### src/rtl/conv_pkg.sv
// Shared definitions for the ID1000500A conv IP: default widths and engine FSM states.
package conv_pkg;

    localparam int unsigned CONV_DATA_W = 8;
    localparam int unsigned CONV_ADDR_W = 5;
    localparam int unsigned CONV_RES_W  = 32;

    typedef enum logic [2:0] {
        StIdle,
        StCalc,
        StLast,
        StWrite,
        StDone
    } conv_state_e;

endpackage

### src/rtl/conv_mac.sv
// Registered unsigned multiply-accumulate with synchronous clear and clock enable.
module conv_mac #(
    parameter int unsigned DATA_WIDTH = 8,
    parameter int unsigned RES_WIDTH  = 32
) (
    input  logic                  clk,
    input  logic                  rst_a,
    input  logic                  i_en,
    input  logic                  i_clr,
    input  logic                  i_add,
    input  logic [DATA_WIDTH-1:0] i_a,
    input  logic [DATA_WIDTH-1:0] i_b,
    output logic [RES_WIDTH-1:0]  o_acc
);

    logic [2*DATA_WIDTH-1:0] w_prod;
    logic [RES_WIDTH-1:0]    r_acc;

    assign w_prod = i_a * i_b;
    assign o_acc  = r_acc;

    // Clear wins over add: the first tap of a result discards stale RAM data.
    always_ff @(posedge clk or negedge rst_a) begin
        if (!rst_a) begin
            r_acc <= '0;
        end else if (i_en) begin
            if (i_clr) begin
                r_acc <= '0;
            end else if (i_add) begin
                r_acc <= r_acc + RES_WIDTH'(w_prod);
            end
        end
    end

endmodule

### src/rtl/id1000500a_conv_core.sv
// Convolution engine: reads X and Y sample RAMs and writes z[i] = sum_j x[j]*y[i-j] to Z,
// one tap per cycle, then flags completion with a sticky done and a one-cycle done_pulse.
module id1000500a_conv_core
    import conv_pkg::*;
#(
    parameter int unsigned DATA_WIDTH = CONV_DATA_W,
    parameter int unsigned ADDR_WIDTH = CONV_ADDR_W,
    parameter int unsigned RES_WIDTH  = CONV_RES_W
) (
    input  logic                  clk,
    input  logic                  rst_a,
    input  logic                  en_s,
    input  logic                  start,
    input  logic [ADDR_WIDTH:0]   size_x,
    input  logic [ADDR_WIDTH:0]   size_y,
    output logic [ADDR_WIDTH-1:0] memx_addr,
    input  logic [DATA_WIDTH-1:0] memx_data,
    output logic [ADDR_WIDTH-1:0] memy_addr,
    input  logic [DATA_WIDTH-1:0] memy_data,
    output logic [ADDR_WIDTH:0]   memz_addr,
    output logic [RES_WIDTH-1:0]  memz_data,
    output logic                  memz_we,
    output logic                  busy,
    output logic                  done,
    output logic                  done_pulse
);

    // One spare bit over the Z index so i+1 and sx+sy never wrap.
    localparam int unsigned IW = ADDR_WIDTH + 2;
    localparam logic [IW-1:0] ONE = IW'(1);
    localparam logic [IW-1:0] TWO = IW'(2);

    conv_state_e           r_state, w_state_d;
    logic [ADDR_WIDTH:0]   r_i, w_i_d;
    logic [ADDR_WIDTH-1:0] r_j, w_j_d;
    logic [ADDR_WIDTH:0]   r_size_x, w_size_x_d;
    logic [ADDR_WIDTH:0]   r_size_y, w_size_y_d;
    logic                  r_done, w_done_d;

    logic [IW-1:0] w_i_ext, w_j_ext, w_sx_ext, w_sy_ext;
    logic [IW-1:0] w_i_nxt, w_i_nxt2, w_jlo, w_jlo_nxt, w_jhi, w_i_last;
    logic          w_first, w_mac_add;
    logic [RES_WIDTH-1:0] w_acc;

    assign w_i_ext  = IW'(r_i);
    assign w_j_ext  = IW'(r_j);
    assign w_sx_ext = IW'(r_size_x);
    assign w_sy_ext = IW'(r_size_y);

    // jlo = max(0, i-sy+1) written as (i+1 > sy) to stay unsigned.
    assign w_i_nxt   = w_i_ext + ONE;
    assign w_i_nxt2  = w_i_nxt + ONE;
    assign w_jlo     = (w_i_nxt > w_sy_ext) ? (w_i_nxt - w_sy_ext) : '0;
    assign w_jlo_nxt = (w_i_nxt2 > w_sy_ext) ? (w_i_nxt2 - w_sy_ext) : '0;
    assign w_jhi     = (w_i_ext < w_sx_ext) ? w_i_ext : (w_sx_ext - ONE);
    assign w_i_last  = w_sx_ext + w_sy_ext - TWO;

    assign w_first   = (r_state == StCalc) && (w_j_ext == w_jlo);
    assign w_mac_add = ((r_state == StCalc) && !w_first) || (r_state == StLast);

    conv_mac #(
        .DATA_WIDTH (DATA_WIDTH),
        .RES_WIDTH  (RES_WIDTH)
    ) u_mac (
        .clk   (clk),
        .rst_a (rst_a),
        .i_en  (en_s),
        .i_clr (w_first),
        .i_add (w_mac_add),
        .i_a   (memx_data),
        .i_b   (memy_data),
        .o_acc (w_acc)
    );

    always_comb begin
        w_state_d  = r_state;
        w_i_d      = r_i;
        w_j_d      = r_j;
        w_size_x_d = r_size_x;
        w_size_y_d = r_size_y;
        w_done_d   = r_done;
        unique case (r_state)
            StIdle: begin
                if (start) begin
                    w_size_x_d = size_x;
                    w_size_y_d = size_y;
                    w_i_d      = '0;
                    w_j_d      = '0;
                    w_done_d   = 1'b0;
                    if (size_x == '0 || size_y == '0) begin
                        w_state_d = StDone;
                        w_done_d  = 1'b1;
                    end else begin
                        w_state_d = StCalc;
                    end
                end
            end
            StCalc: begin
                if (w_j_ext == w_jhi) begin
                    w_state_d = StLast;
                end else begin
                    w_j_d = r_j + 1'b1;
                end
            end
            StLast: w_state_d = StWrite;
            StWrite: begin
                if (w_i_ext == w_i_last) begin
                    w_state_d = StDone;
                    w_done_d  = 1'b1;
                end else begin
                    w_i_d     = r_i + 1'b1;
                    w_j_d     = ADDR_WIDTH'(w_jlo_nxt);
                    w_state_d = StCalc;
                end
            end
            StDone:  w_state_d = StIdle;
            default: w_state_d = StIdle;
        endcase
    end

    always_ff @(posedge clk or negedge rst_a) begin
        if (!rst_a) begin
            r_state  <= StIdle;
            r_i      <= '0;
            r_j      <= '0;
            r_size_x <= '0;
            r_size_y <= '0;
            r_done   <= 1'b0;
        end else if (en_s) begin
            r_state  <= w_state_d;
            r_i      <= w_i_d;
            r_j      <= w_j_d;
            r_size_x <= w_size_x_d;
            r_size_y <= w_size_y_d;
            r_done   <= w_done_d;
        end
    end

    assign memx_addr  = r_j;
    assign memy_addr  = ADDR_WIDTH'(w_i_ext - w_j_ext);
    assign memz_addr  = r_i;
    assign memz_we    = (r_state == StWrite);
    assign memz_data  = memz_we ? w_acc : '0;
    assign busy       = (r_state == StCalc) || (r_state == StLast) || (r_state == StWrite);
    assign done       = r_done;
    assign done_pulse = (r_state == StDone);

endmodule

### config.mk
export PLATFORM = sky130hd
export DESIGN_NAME = id1000500a_conv_core
export DESIGN_NICKNAME = d
export VERILOG_FILES = /design/src/rtl/conv_pkg.sv /design/src/rtl/conv_mac.sv /design/src/rtl/id1000500a_conv_core.sv
export SDC_FILE = /design/constraint.sdc
export NUM_CORES = 1
export LEC_CHECK = 0
export ABC_AREA = 1
export CAP_MARGIN = 20
export CORE_MARGIN = 2
export CORE_UTILIZATION = 25
export DETAILED_ROUTE_END_ITERATION = 8
export PLACE_DENSITY = 0.49
export SYNTH_ARGS = -nofsm -noshare
export SYNTH_HDL_FRONTEND = slang
export SYNTH_HIERARCHICAL = 1
export SYNTH_SLANG_ARGS = --single-unit
### constraint.sdc
create_clock -name clk -period 5.44 [get_ports clk]
set_input_delay 1.088 -clock clk [delete_from_list [all_inputs] [get_ports clk]]
set_output_delay 1.088 -clock clk [all_outputs]
set_load 0.02 [all_outputs]
==> key figures <==
Clocking
  • CTS max path bufs: 2
  • H-tree Lvls: 3
  • TritonCTS buffer count: 9
  • Hold buffer count at CTS: 0
  • Sinks on Clock Net: 59
  • Worst-Skew Late Latency: 0.34 ns
  • CTS tree: built
  • Clock transition at path regs: 0.06 ns
  • Setup repair bufs after CTS: 0
  • Clk root buf: clkbuf_16

Die
  • DIE WIDTH: 184 um
  • Die Span Y: 184 um
  • Initial Utilization: 25.5%
  • Std-Cell Rows: 65
  • I/O pin count: 84
  • Total core area: 31700 um^2
  • Die area: 33800 um^2

Layout
  • Final Instance Area: 9890 um^2
  • Multi-input gate area: 5430 um^2
  • Number of fill cells: 3504
  • Total area of sequential cells: 1480 um^2
  • Layout Utilization: 31.2%
  • Area delta synth->final: 22.4%
  • Share of cells above drive strength 1: 10.2%
  • Diode count: 0
  • Nets@finish: 1447

Detailed routing
  • Drt first pass iters: 5
  • Post-route ant nets: 0
  • Drt via density: 4.33
  • DR iter-0 viols: 315
  • DRC errors left: 0
  • Post-Route WL: 23.0 mm
  • Drt wl/cell: 13.6 um
  • Total vias in the final route: 7322

Critical path
  • Worst Reg-to-Reg Cells: 24
  • CP Capture Type: flop
  • Crit-path slowest cell: clkdlybuf4s50_1
  • Reg2reg end: u_mac/o_acc[18]
  • WS Path Type: primary input to flop
  • Reg-to-Reg Start: memz_addr[0]
  • Cell mode on critical path: fa_1
  • Crit path from: memy_data[4]
  • Crit path to: u_mac/o_acc[24]
  • CP Launch Type: primary input
  • Cell Chain, Critical Path: clkdlybuf4s50_1 > nand2_1 > fa_1 > inv_1 > fa_1 > fa_1 > inv_1 > fa_1 > inv_1 > ha_1 > nand2_1 > nand2_1 > a21oi_2 > nand3_1 > nand2_2 > nand2_4 > a21oi_1 > nor2_1
  • CP Max Fanout: 6
  • Worst path max stage delay: 0.62 ns
  • CP required: 5.67 ns
  • Reg2Reg Setup Slack: 0.77 ns
  • CP Data Arrival Time: 5.42 ns

Timing
  • Min cycle time layout: 5.19 ns
  • Clk_skew: 0.00707 ns
  • Hold slack final: 0.522 ns
  • Final setup viols: 0
  • Slew HR: 36.3%
  • Slew Viols, Final: 0
  • Worst Tran Pin Value: 0.953 ns
  • Part of the cycle the worst path needs: 95.5%
  • Final hold viol count: 0
  • Fmax: 193 MHz
  • Sum of negative setup slack: 0 ns
  • RSZ-0062 raised after global routing: false

Place
  • Port Buf Inserts: 83
  • HPWL Detailed: 18.7 mm
  • GPL Wtd Cong: 0.895
  • DP Area: 9520 um^2

Yosys
  • Top_reg_cell synth: dfrtp_1
  • Share of synthesized registers carrying an async set or reset: 100%
  • Register area share after synthesis: 18.3%
  • Net Count, Synth: 1351
  • Top post-synthesis cells by area: dfrtp_1 (18%), nand2_1 (14%), fa_1 (13%)
  • Synth warnings: 6
  • Distinct cells, synth: 46
  • Synth top area share: 18.3%
  • Syn avg cell area: 6.80 um^2
  • Number of synthesized register bits: 59
  • Synthesized instance count: 1188
  • Post-synth EDFFs: 0
  • Yosys top cell by area: dfrtp_1
  • Netlist Area Pre-Place: 8080 um^2

Min path
  • Hold Path Class: flop to flop

GRT
  • Initial antenna violation count: 0
  • Pin count of the biggest net entering global routing: 60
  • First-pass GRT wire length: 38.5 mm
  • Grt total ovfl: 0
  • Global-route usage over all layers: 14.4%
  • Vias in the first global route: 7371

Pwr
  • Maximum vdd drop: 0.254 mV
  • PwrDens: 553 nW/um^2
  • Static Leak: 5.50 nW
  • Total power: 5.47 mW

Flow run
  • Max cap viols: 0

Run status
  • Status: finished, final reports clean
[synth_stat cells (all sizes together), types with 5 or more instances]
master,instances
ha,77
nand3,79
nor3,6
buf,10
inv,281
fa,54
clkbuf,19
o22ai,5
dfrtp,59
xor2,17
nand4,16
o21ai,40
nand2,314
a21oi,55
xnor2,12
nor2,121
[cell usage in the layout (no fill, tap or decap), drive strengths merged, types with 4 or more instances in the layout]
master and instances:
dfrtp 59, nor3 6, a21oi 55, nand3 79
nand2 314, clkbuf 12, o22ai 5, clkdlybuf4s50 78
buf 32, nor2 121, xor2 17, ha 77
xnor2 12, inv 281, dlymetal6s2s 4, nand3b 4
nor4 4, o21ai 40, fa 54, nand4 16
[worst min-delay path by stage]
stage                               start               to  slack (ns)  cells after the start
after floorplan               r_size_x[1]      r_size_x[1]        0.47                      2
after global placement    u_mac/o_acc[16]  u_mac/o_acc[16]        0.50                      2
after detailed placement  u_mac/o_acc[16]  u_mac/o_acc[16]        0.51                      2
after CTS                 u_mac/o_acc[16]  u_mac/o_acc[16]        0.53                      2
after global routing      u_mac/o_acc[16]  u_mac/o_acc[16]        0.55                      2
final                     u_mac/o_acc[16]  u_mac/o_acc[16]        0.52                      2
[power breakdown]
| part | leakage [nW] | switching (mW) | total [mW] | internal [mW] |
|---|---|---|---|---|
| logic | 4.57 | 2.53 | 4.05 | 1.52 |
| clock network | 0.179 | 0.217 | 0.701 | 0.484 |
| registers | 0.758 | 0.139 | 0.712 | 0.573 |
[stage by stage]
step | std cells | setup WS, ns
floorplan | 1188 | 0.668
global placement | 1675 | -0.127
detailed placement | 1675 | -0.103
CTS | 1691 | 0.245
global route | 1691 | 0.00515
finish | 1691 | 0.246
[per-layer routing]
layer / track usage [%] / part of all wire [%] / vias up
met5: 0 / 0 / -
met1: 19.9 / 50 / 3357
li1: - / - / 3804
met4: 4.13 / 1.5 / 0
met2: 23.5 / 45 / 138
met3: 1.88 / 3.3 / 23
[sequential cells by signal (all words and copies together) (netlist names)]
name	flops
r_size_y	6
done	1
u_mac/o_acc	32
r_state	3
memx_addr	5
r_size_x	6
memz_addr	6
[cell type report]
class                           instances  share of cell area (%)
Timing Repair Buffer                  114                    10.8
Sequential cell                        59                    14.9
Tap cell                              402                    5.09
Multi-Input combinational cell        819                    54.9
Clock inverter                          4                   0.962
Clock buffer                           12                    2.69
Inverter                              281                    10.7
[cells by family (layout without fill, tap and decap cells)]
kind of cell | after synthesis | count (layout) | synth area share, %
AND/OR/NAND/NOR | 549 | 549 | 30.7
buffers and inverters | 310 | 411 | 14.5
adder cells (fa/ha/maj) | 131 | 131 | 25.3
AO/OA/AOI/OAI | 110 | 110 | 7.89
flip-flops | 59 | 59 | 18.3
XOR/XNOR | 29 | 29 | 3.24
[worst max-delay path: cells and delay by family]
family	cells	cell delay [ns]
adder cells (fa/ha/maj)	5	2.46
AND/OR/NAND/NOR	7	0.77
buffers and inverters	4	0.77
AO/OA/AOI/OAI	2	0.32
[timing repair]
action | in CTS | in global routing
endpoints found under the setup margin | 0 | 9
hold endpoints to repair | 0 | 0
gates resized for setup | 0 | 4
Note: power is estimated with default switching activity, not from simulation.
